==> src/rtl/pipelined_ripple_adder.sv <==
// pipelined_ripple_adder: WIDTH-bit ripple adder resolved SEG bits per register stage, valid/ready backpressure; PRA_OVERFLOW_EN adds a signed overflow output
module pipelined_ripple_adder #(
    parameter int WIDTH = 16,
    parameter int SEG = 4
) (
    input  logic             clk,
    input  logic             rst,
    input  logic             in_valid,
    output logic             in_ready,
    input  logic [WIDTH-1:0] a,
    input  logic [WIDTH-1:0] b,
    input  logic             carry_in,
    output logic             out_valid,
    input  logic             out_ready,
    output logic [WIDTH-1:0] sum,
    output logic             carry_out
`ifdef PRA_OVERFLOW_EN
    ,
    output logic             overflow
`endif
);
    localparam int STAGES = WIDTH / SEG;
    logic adv;
    assign adv = !out_valid || out_ready;
    assign in_ready = adv;
    genvar k;
    generate
        for (k = 0; k < STAGES; k++) begin : st
            logic v_i, c_i, v_q, c_q;
            logic [WIDTH-1:k*SEG] a_i, b_i;
            logic [SEG:0] seg;
            logic [(k+1)*SEG-1:0] s_n, s_q;
            if (k == 0) begin : src
                assign v_i = in_valid && in_ready;
                assign c_i = carry_in;
                assign a_i = a;
                assign b_i = b;
                assign s_n = seg[SEG-1:0];
            end else begin : src
                assign v_i = st[k-1].v_q;
                assign c_i = st[k-1].c_q;
                assign a_i = st[k-1].fwd.a_q;
                assign b_i = st[k-1].fwd.b_q;
                assign s_n = {seg[SEG-1:0], st[k-1].s_q};
            end
            assign seg = {1'b0, a_i[k*SEG +: SEG]} + {1'b0, b_i[k*SEG +: SEG]} + {{SEG{1'b0}}, c_i};
            // Resolve this segment and append it to the already-resolved low bits
            always_ff @(posedge clk or posedge rst) begin
                if (rst) begin
                    v_q <= 1'b0;
                    c_q <= 1'b0;
                    s_q <= '0;
                end else if (adv) begin
                    v_q <= v_i;
                    c_q <= seg[SEG];
                    s_q <= s_n;
                end
            end
            if (k < STAGES - 1) begin : fwd
                logic [WIDTH-1:(k+1)*SEG] a_q, b_q;
                // Carry the still-unresolved upper operand bits to the next stage
                always_ff @(posedge clk or posedge rst) begin
                    if (rst) begin
                        a_q <= '0;
                        b_q <= '0;
                    end else if (adv) begin
                        a_q <= a_i[WIDTH-1:(k+1)*SEG];
                        b_q <= b_i[WIDTH-1:(k+1)*SEG];
                    end
                end
            end
        end
    endgenerate
    assign out_valid = st[STAGES-1].v_q;
    assign carry_out = st[STAGES-1].c_q;
    assign sum = st[STAGES-1].s_q;
`ifdef PRA_OVERFLOW_EN
    logic ovf_q;
    // Signed overflow from the operand MSBs that reach the last stage, aligned with sum
    always_ff @(posedge clk or posedge rst) begin
        if (rst) ovf_q <= 1'b0;
        else if (adv) ovf_q <= (st[STAGES-1].a_i[WIDTH-1] == st[STAGES-1].b_i[WIDTH-1]) &&
                               (st[STAGES-1].seg[SEG-1] != st[STAGES-1].a_i[WIDTH-1]);
    end
    assign overflow = ovf_q;
`endif
endmodule
==> config.mk <==
export PLATFORM = sky130hd
export DESIGN_NAME = pipelined_ripple_adder
export DESIGN_NICKNAME = d
export VERILOG_FILES = /design/src/rtl/pipelined_ripple_adder.sv
export SDC_FILE = /design/constraint.sdc
export NUM_CORES = 1
export LEC_CHECK = 0
export CAP_MARGIN = 20
export CORE_ASPECT_RATIO = 0.9
export CORE_MARGIN = 1.5
export CORE_UTILIZATION = 60
export CTS_BUF_LIST = sky130_fd_sc_hd__clkbuf_4 sky130_fd_sc_hd__clkbuf_8
export CTS_CLUSTER_SIZE = 25
export DETAILED_ROUTE_END_ITERATION = 12
export HOLD_SLACK_MARGIN = 0.02
export PLACE_DENSITY = 0.86
export SYNTH_ARGS = -nofsm -noshare
export SYNTH_HDL_FRONTEND = slang
export SYNTH_SLANG_ARGS = --single-unit
==> constraint.sdc <==
create_clock -name clk -period 4.55 [get_ports clk]
set_clock_uncertainty 0.1 [all_clocks]
set_input_delay 0.6825 -clock clk [delete_from_list [all_inputs] [get_ports clk]]
set_output_delay 0.6825 -clock clk [all_outputs]
set_load 0.02 [all_outputs]
---- Yosys cells after proc, flatten, opt, wreduce, memory -nomap -nowiden ----
Index checks and enable logic that the tools add are counted.
Widths: inputs -> output; s select.
storage, ports and cells
  register bits ........................... 96
  output and inout bits ................... 19
  input bits .............................. 37
  word-level logic and storage cells ...... 29
cells by class
  add/sub/neg operators ................... 8
  reduce and logical (&&, ||, !) cells .... 3
operators by type and width
  cell               number
  $add 4x4->5        4
  $add 5x1->5        4
  $logic_and 1x1->1  1
  $logic_not 1->1    1
  $logic_or 1x1->1   1

---- Longest topological paths before layout ----
  depth in word-level cells ............... 3
  mapped depth ............................ 7
  depth with buffers taken out ............ 6

---- Least setup slack after synthesis ----
No wires, ideal clock.
  path kind ............................... input to register
  start ................................... input port a[0]
  end ..................................... register st[0].c_q
  setup time .............................. 0.077 ns
  required time ........................... 4.373 ns
  setup slack ............................. 2.511 ns
  cell stages on the path ................. 6
  arrival time ............................ 1.862 ns
  path buffers ............................ 0
  path through ............................ inv_1 > fa_1 > fa_1 > nor2b_1 > o21ai_0 > a21oi_1
on the way
  longest elaborated chain between the ends .. 2
ends and longest elaborated chain
  what                  RTL line  source
  from (decl)           10        input logic [WIDTH-1:0] a,
  $add 4x4->5           46        assign seg = {1'b0, a_i[k*SEG +: SEG]} + {1'b0, b_i[k*SEG +: SEG]} + {{SEG{1'b0}}, c_i};
  $add 5x1->5           46
  to (signal assigned)  55        c_q <= seg[SEG];
  to (decl)             29        logic v_i, c_i, v_q, c_q;
No other way between the ends.
A chain may end at the register's enable or synchronous reset.

---- Worst setup path after layout ----
  start ................................... input port out_ready
  end ..................................... output port in_ready
on the way
  longest elaborated chain between the ends .. 1
ends and longest elaborated chain
  what              RTL line  source
  from (decl)       14        input logic out_ready,
  $logic_or 1x1->1  24        assign adv = !out_valid || out_ready;
  to (decl)         9         output logic in_ready,
No other way between the ends.

==> implementation parameters <==
Parameter                              Value

Die
  Height of the die    81.7 um
  Area of the core region    6620 um^2
  Number of placed I/O pins    56
  Number of rows in the core area    28
  Die W    90.5 um
  Effective utilization at floorplan    62.4%
  Die Area    7390 um^2

Worst setup path
  Startpoint-to-endpoint class of the critical path    in -> out
  Worst r2r path cells    5
  Critical path capture point type    primary output
  Reg2Reg Capture Point    st[2].c_q$_DFFE_PP0N_
  Required time worst endpoint    3.77 ns
  Worst Path Arrival    1.86 ns
  CP endpoint    in_ready
  Origin of the critical flop-to-flop path    st[1].c_q$_DFFE_PP0N_
  Crit-path max FO    2
  Critical path startpoint    out_ready
  Slack of the worst reg-to-reg path    2.55 ns
  Critical path startpoint category    input port

Power
  Maximum resistive drop on vdd    0.256 mV
  Power density of the placed cells    657 nW/um^2
  Leakage power of the design    0.00254 uW

Outcome
  Status    complete, no violations

Logic synthesis
  Async set-or-reset flop fraction in the synthesized netlist    100%
  Cell with the most instances after synthesis    nand2_1
  Number of flops mapped to enable cells by yosys    0
  Cells after synthesis    447
  Cell taking the most area after synthesis    dfrtp_1
  Most frequent cells after synthesis    236 x nand2_1, 96 x dfrtp_1, 14 x inv_1
  Main flop type after synthesis    dfrtp_1
  Post-synthesis instance area    4130 um^2
  Count of cell types in the netlist    23
  Share of the yosys chip area belonging to registers    58.2%
  Net count after synthesis    504
  Synth warn    0
  Syn Area/Cell    9.24 um^2
  Top area cells in the synthesized netlist    dfrtp_1 58%, nand2_1 21%, fa_1 3.9%, ha_1 3.6%, o21ai_1 1.5%
  Top-area cell type share of the netlist area    58.2%
  FF+latch count, synth    96

Cells and area
  Nets@finish    552
  Inserted Diodes    0
  Share of layout cells above drive strength 1    5.60%
  Post-route cell area    4920 um^2
  Synthesis-to-layout area growth    19.2%
  Sequential cell area    2400 um^2
  Layout fillers    483
  Multi-input gate area    1550 um^2

Drt
  Total routed wirelength    6940 um
  Violation count after the first detailed-routing iteration    143
  Post-route DRC    0
  Average routed wire per standard cell    11.8 um
  Vias per Instance    4.94
  Via count    2,915
  Pre-Repair DR Iteration Count    4
  Antenna-violating nets left    0

Job
  Number of max-capacitance violations reported    0

Worst hold path
  Source of the worst hold timing path    st[2].v_q$_DFFE_PP0N_
  Class of the most critical hold timing path    reg -> reg

Clock network
  Clock tree from TritonCTS    done
  H-tree depth reported by CTS    3
  Sink count of the clock tree    96
  Library cell used as clock root buffer    clkbuf_8
  Clock latency of the later-clocked register in the worst-skew pair    0.34 ns
  Total of cells resized after clock tree synthesis    0
  CTS buffer count    9
  Clock slew at reported path FFs    0.08 ns
  Post-CTS setup buffer count    0
  Number of hold buffers added after CTS    0
  Clock buffer depth    2

Placed design
  Port Buffer Count    55
  RD Place Congestion    0.711
  Placed wire-length estimate after detailed placement    4570 um
  Worst slack at placement    1.89 ns
  Total placed instance area    4720 um^2

STA
  Fmax    378 MHz
  Worst relative slew slack    34.3%
  Count of final hold-check violations    0
  Final number of max-transition violations    0
  Final Worst Setup Slack    1.90 ns
  Setup repair after global routing missed its margin    false
  Post-layout minimum cycle time    2.65 ns
  Setup TNS after final layout    0 ns
  Ratio of final minimum period to clock period    58.2%
  Number of endpoints failing setup at the final stage    0
  Actual slew at the worst max-slew pin    0.985 ns

GRT
  Antenna violations before repair    0
  Largest net degree at the start of global routing    102
  Total Routing Usage GR    20.7%
  GRT Residual Overflow    0
  Via count of the first global-routing pass    2,833
  First-pass GRT wire length    12,000 um
[worst max-delay path, cell delays in order]
cell and delay [ns]:
clkdlybuf4s50_1 0.50, nor2b_4 0.05, clkinv_2 0.04, clkdlybuf4s50_1 0.59
[worst min-delay path by stage]
stage                     slack (ns)                           end  cells past startpoint
after floorplan                 0.33         st[2].v_q$_DFFE_PP0N_                      2
after global placement          0.34         st[2].v_q$_DFFE_PP0N_                      2
after detailed placement        0.35         st[2].v_q$_DFFE_PP0N_                      2
after CTS                       0.37         st[2].v_q$_DFFE_PP0N_                      2
after global routing            0.39  st[1].fwd.b_q[8]$_DFFE_PP0N_                      2
final                           0.36         st[2].v_q$_DFFE_PP0N_                      2
[per-layer routing]
metal / wire [um] / global-route usage (%) / vias up
li1: - / - / 1468
met1: 3400 / 26.1 / 1386
met2: 3280 / 37.7 / 53
met3: 173 / 2.31 / 8
met4: 82 / 7.62 / 0
met5: 0 / 0 / -
[stage by stage]
step	power, uW	util [%]	hold slack, ns	std cells
6_report	3240	74.4	0.363	590
5_1_grt	3490	74.4	0.392	590
4_1_cts	3260	74.4	0.367	590
3_5_place_dp	2690	71.3	0.348	574
3_3_place_gp	2600	70.8	0.341	573
2_1_floorplan	2310	-	0.330	447
[registers in the layout (all words and copies together) (netlist names)]
register    cells
carry_out       1
st.v_q          3
sum            16
out_valid       1
st.s_q         24
st.fwd.b_q     24
st.c_q          3
st.fwd.a_q     24
[report_power, final]
| group | internal, uW | total [uW] | switching, uW |
|---|---|---|---|
| clock | 295 | 562 | 267 |
| combinational | 543 | 1240 | 698 |
| sequential | 1220 | 1430 | 210 |
| total | 2060 | 3240 | 1170 |
[area by class of cell]
cell class | instances | area share, %
sequential | 96 | 48.8
multi-input combinational | 315 | 31.5
clock buffer | 13 | 3.38
timing repair buffer | 58 | 12.0
inverter | 15 | 1.22
tap | 90 | 2.29
clock inverter | 3 | 0.813
[cells in the final DEF, fill, tap and decap left out, drive strengths merged]
| master | Yosys | routed |
|---|---|---|
| bufinv | 0 | 1 |
| clkdlybuf4s50 | 0 | 55 |
| o31ai | 1 | 1 |
| xor2 | 4 | 4 |
| inv | 15 | 14 |
| a21o | 4 | 4 |
| nand2 | 236 | 236 |
| fa | 8 | 8 |
| xnor2 | 1 | 1 |
| nor2 | 12 | 12 |
| clkinv | 0 | 3 |
| clkbuf | 7 | 13 |
| o21a | 2 | 2 |
| a21oi | 13 | 13 |
| o21ai | 15 | 15 |
| nand2b | 1 | 1 |
| nor3 | 1 | 1 |
| dfrtp | 96 | 96 |
| nor2b | 5 | 5 |
| ha | 12 | 12 |
| buf | 14 | 3 |
[cell families after synthesis]
logic type	count (synthesis)	share of synthesized area [%]
buffers and inverters	36	4.48
AO/OA/AOI/OAI	35	5.21
AND/OR/NAND/NOR	255	23.6
XOR/XNOR	5	1.06
adder cells (fa/ha/maj)	20	7.51
flip-flops	96	58.2
Power figures use the tool's default switching activity.
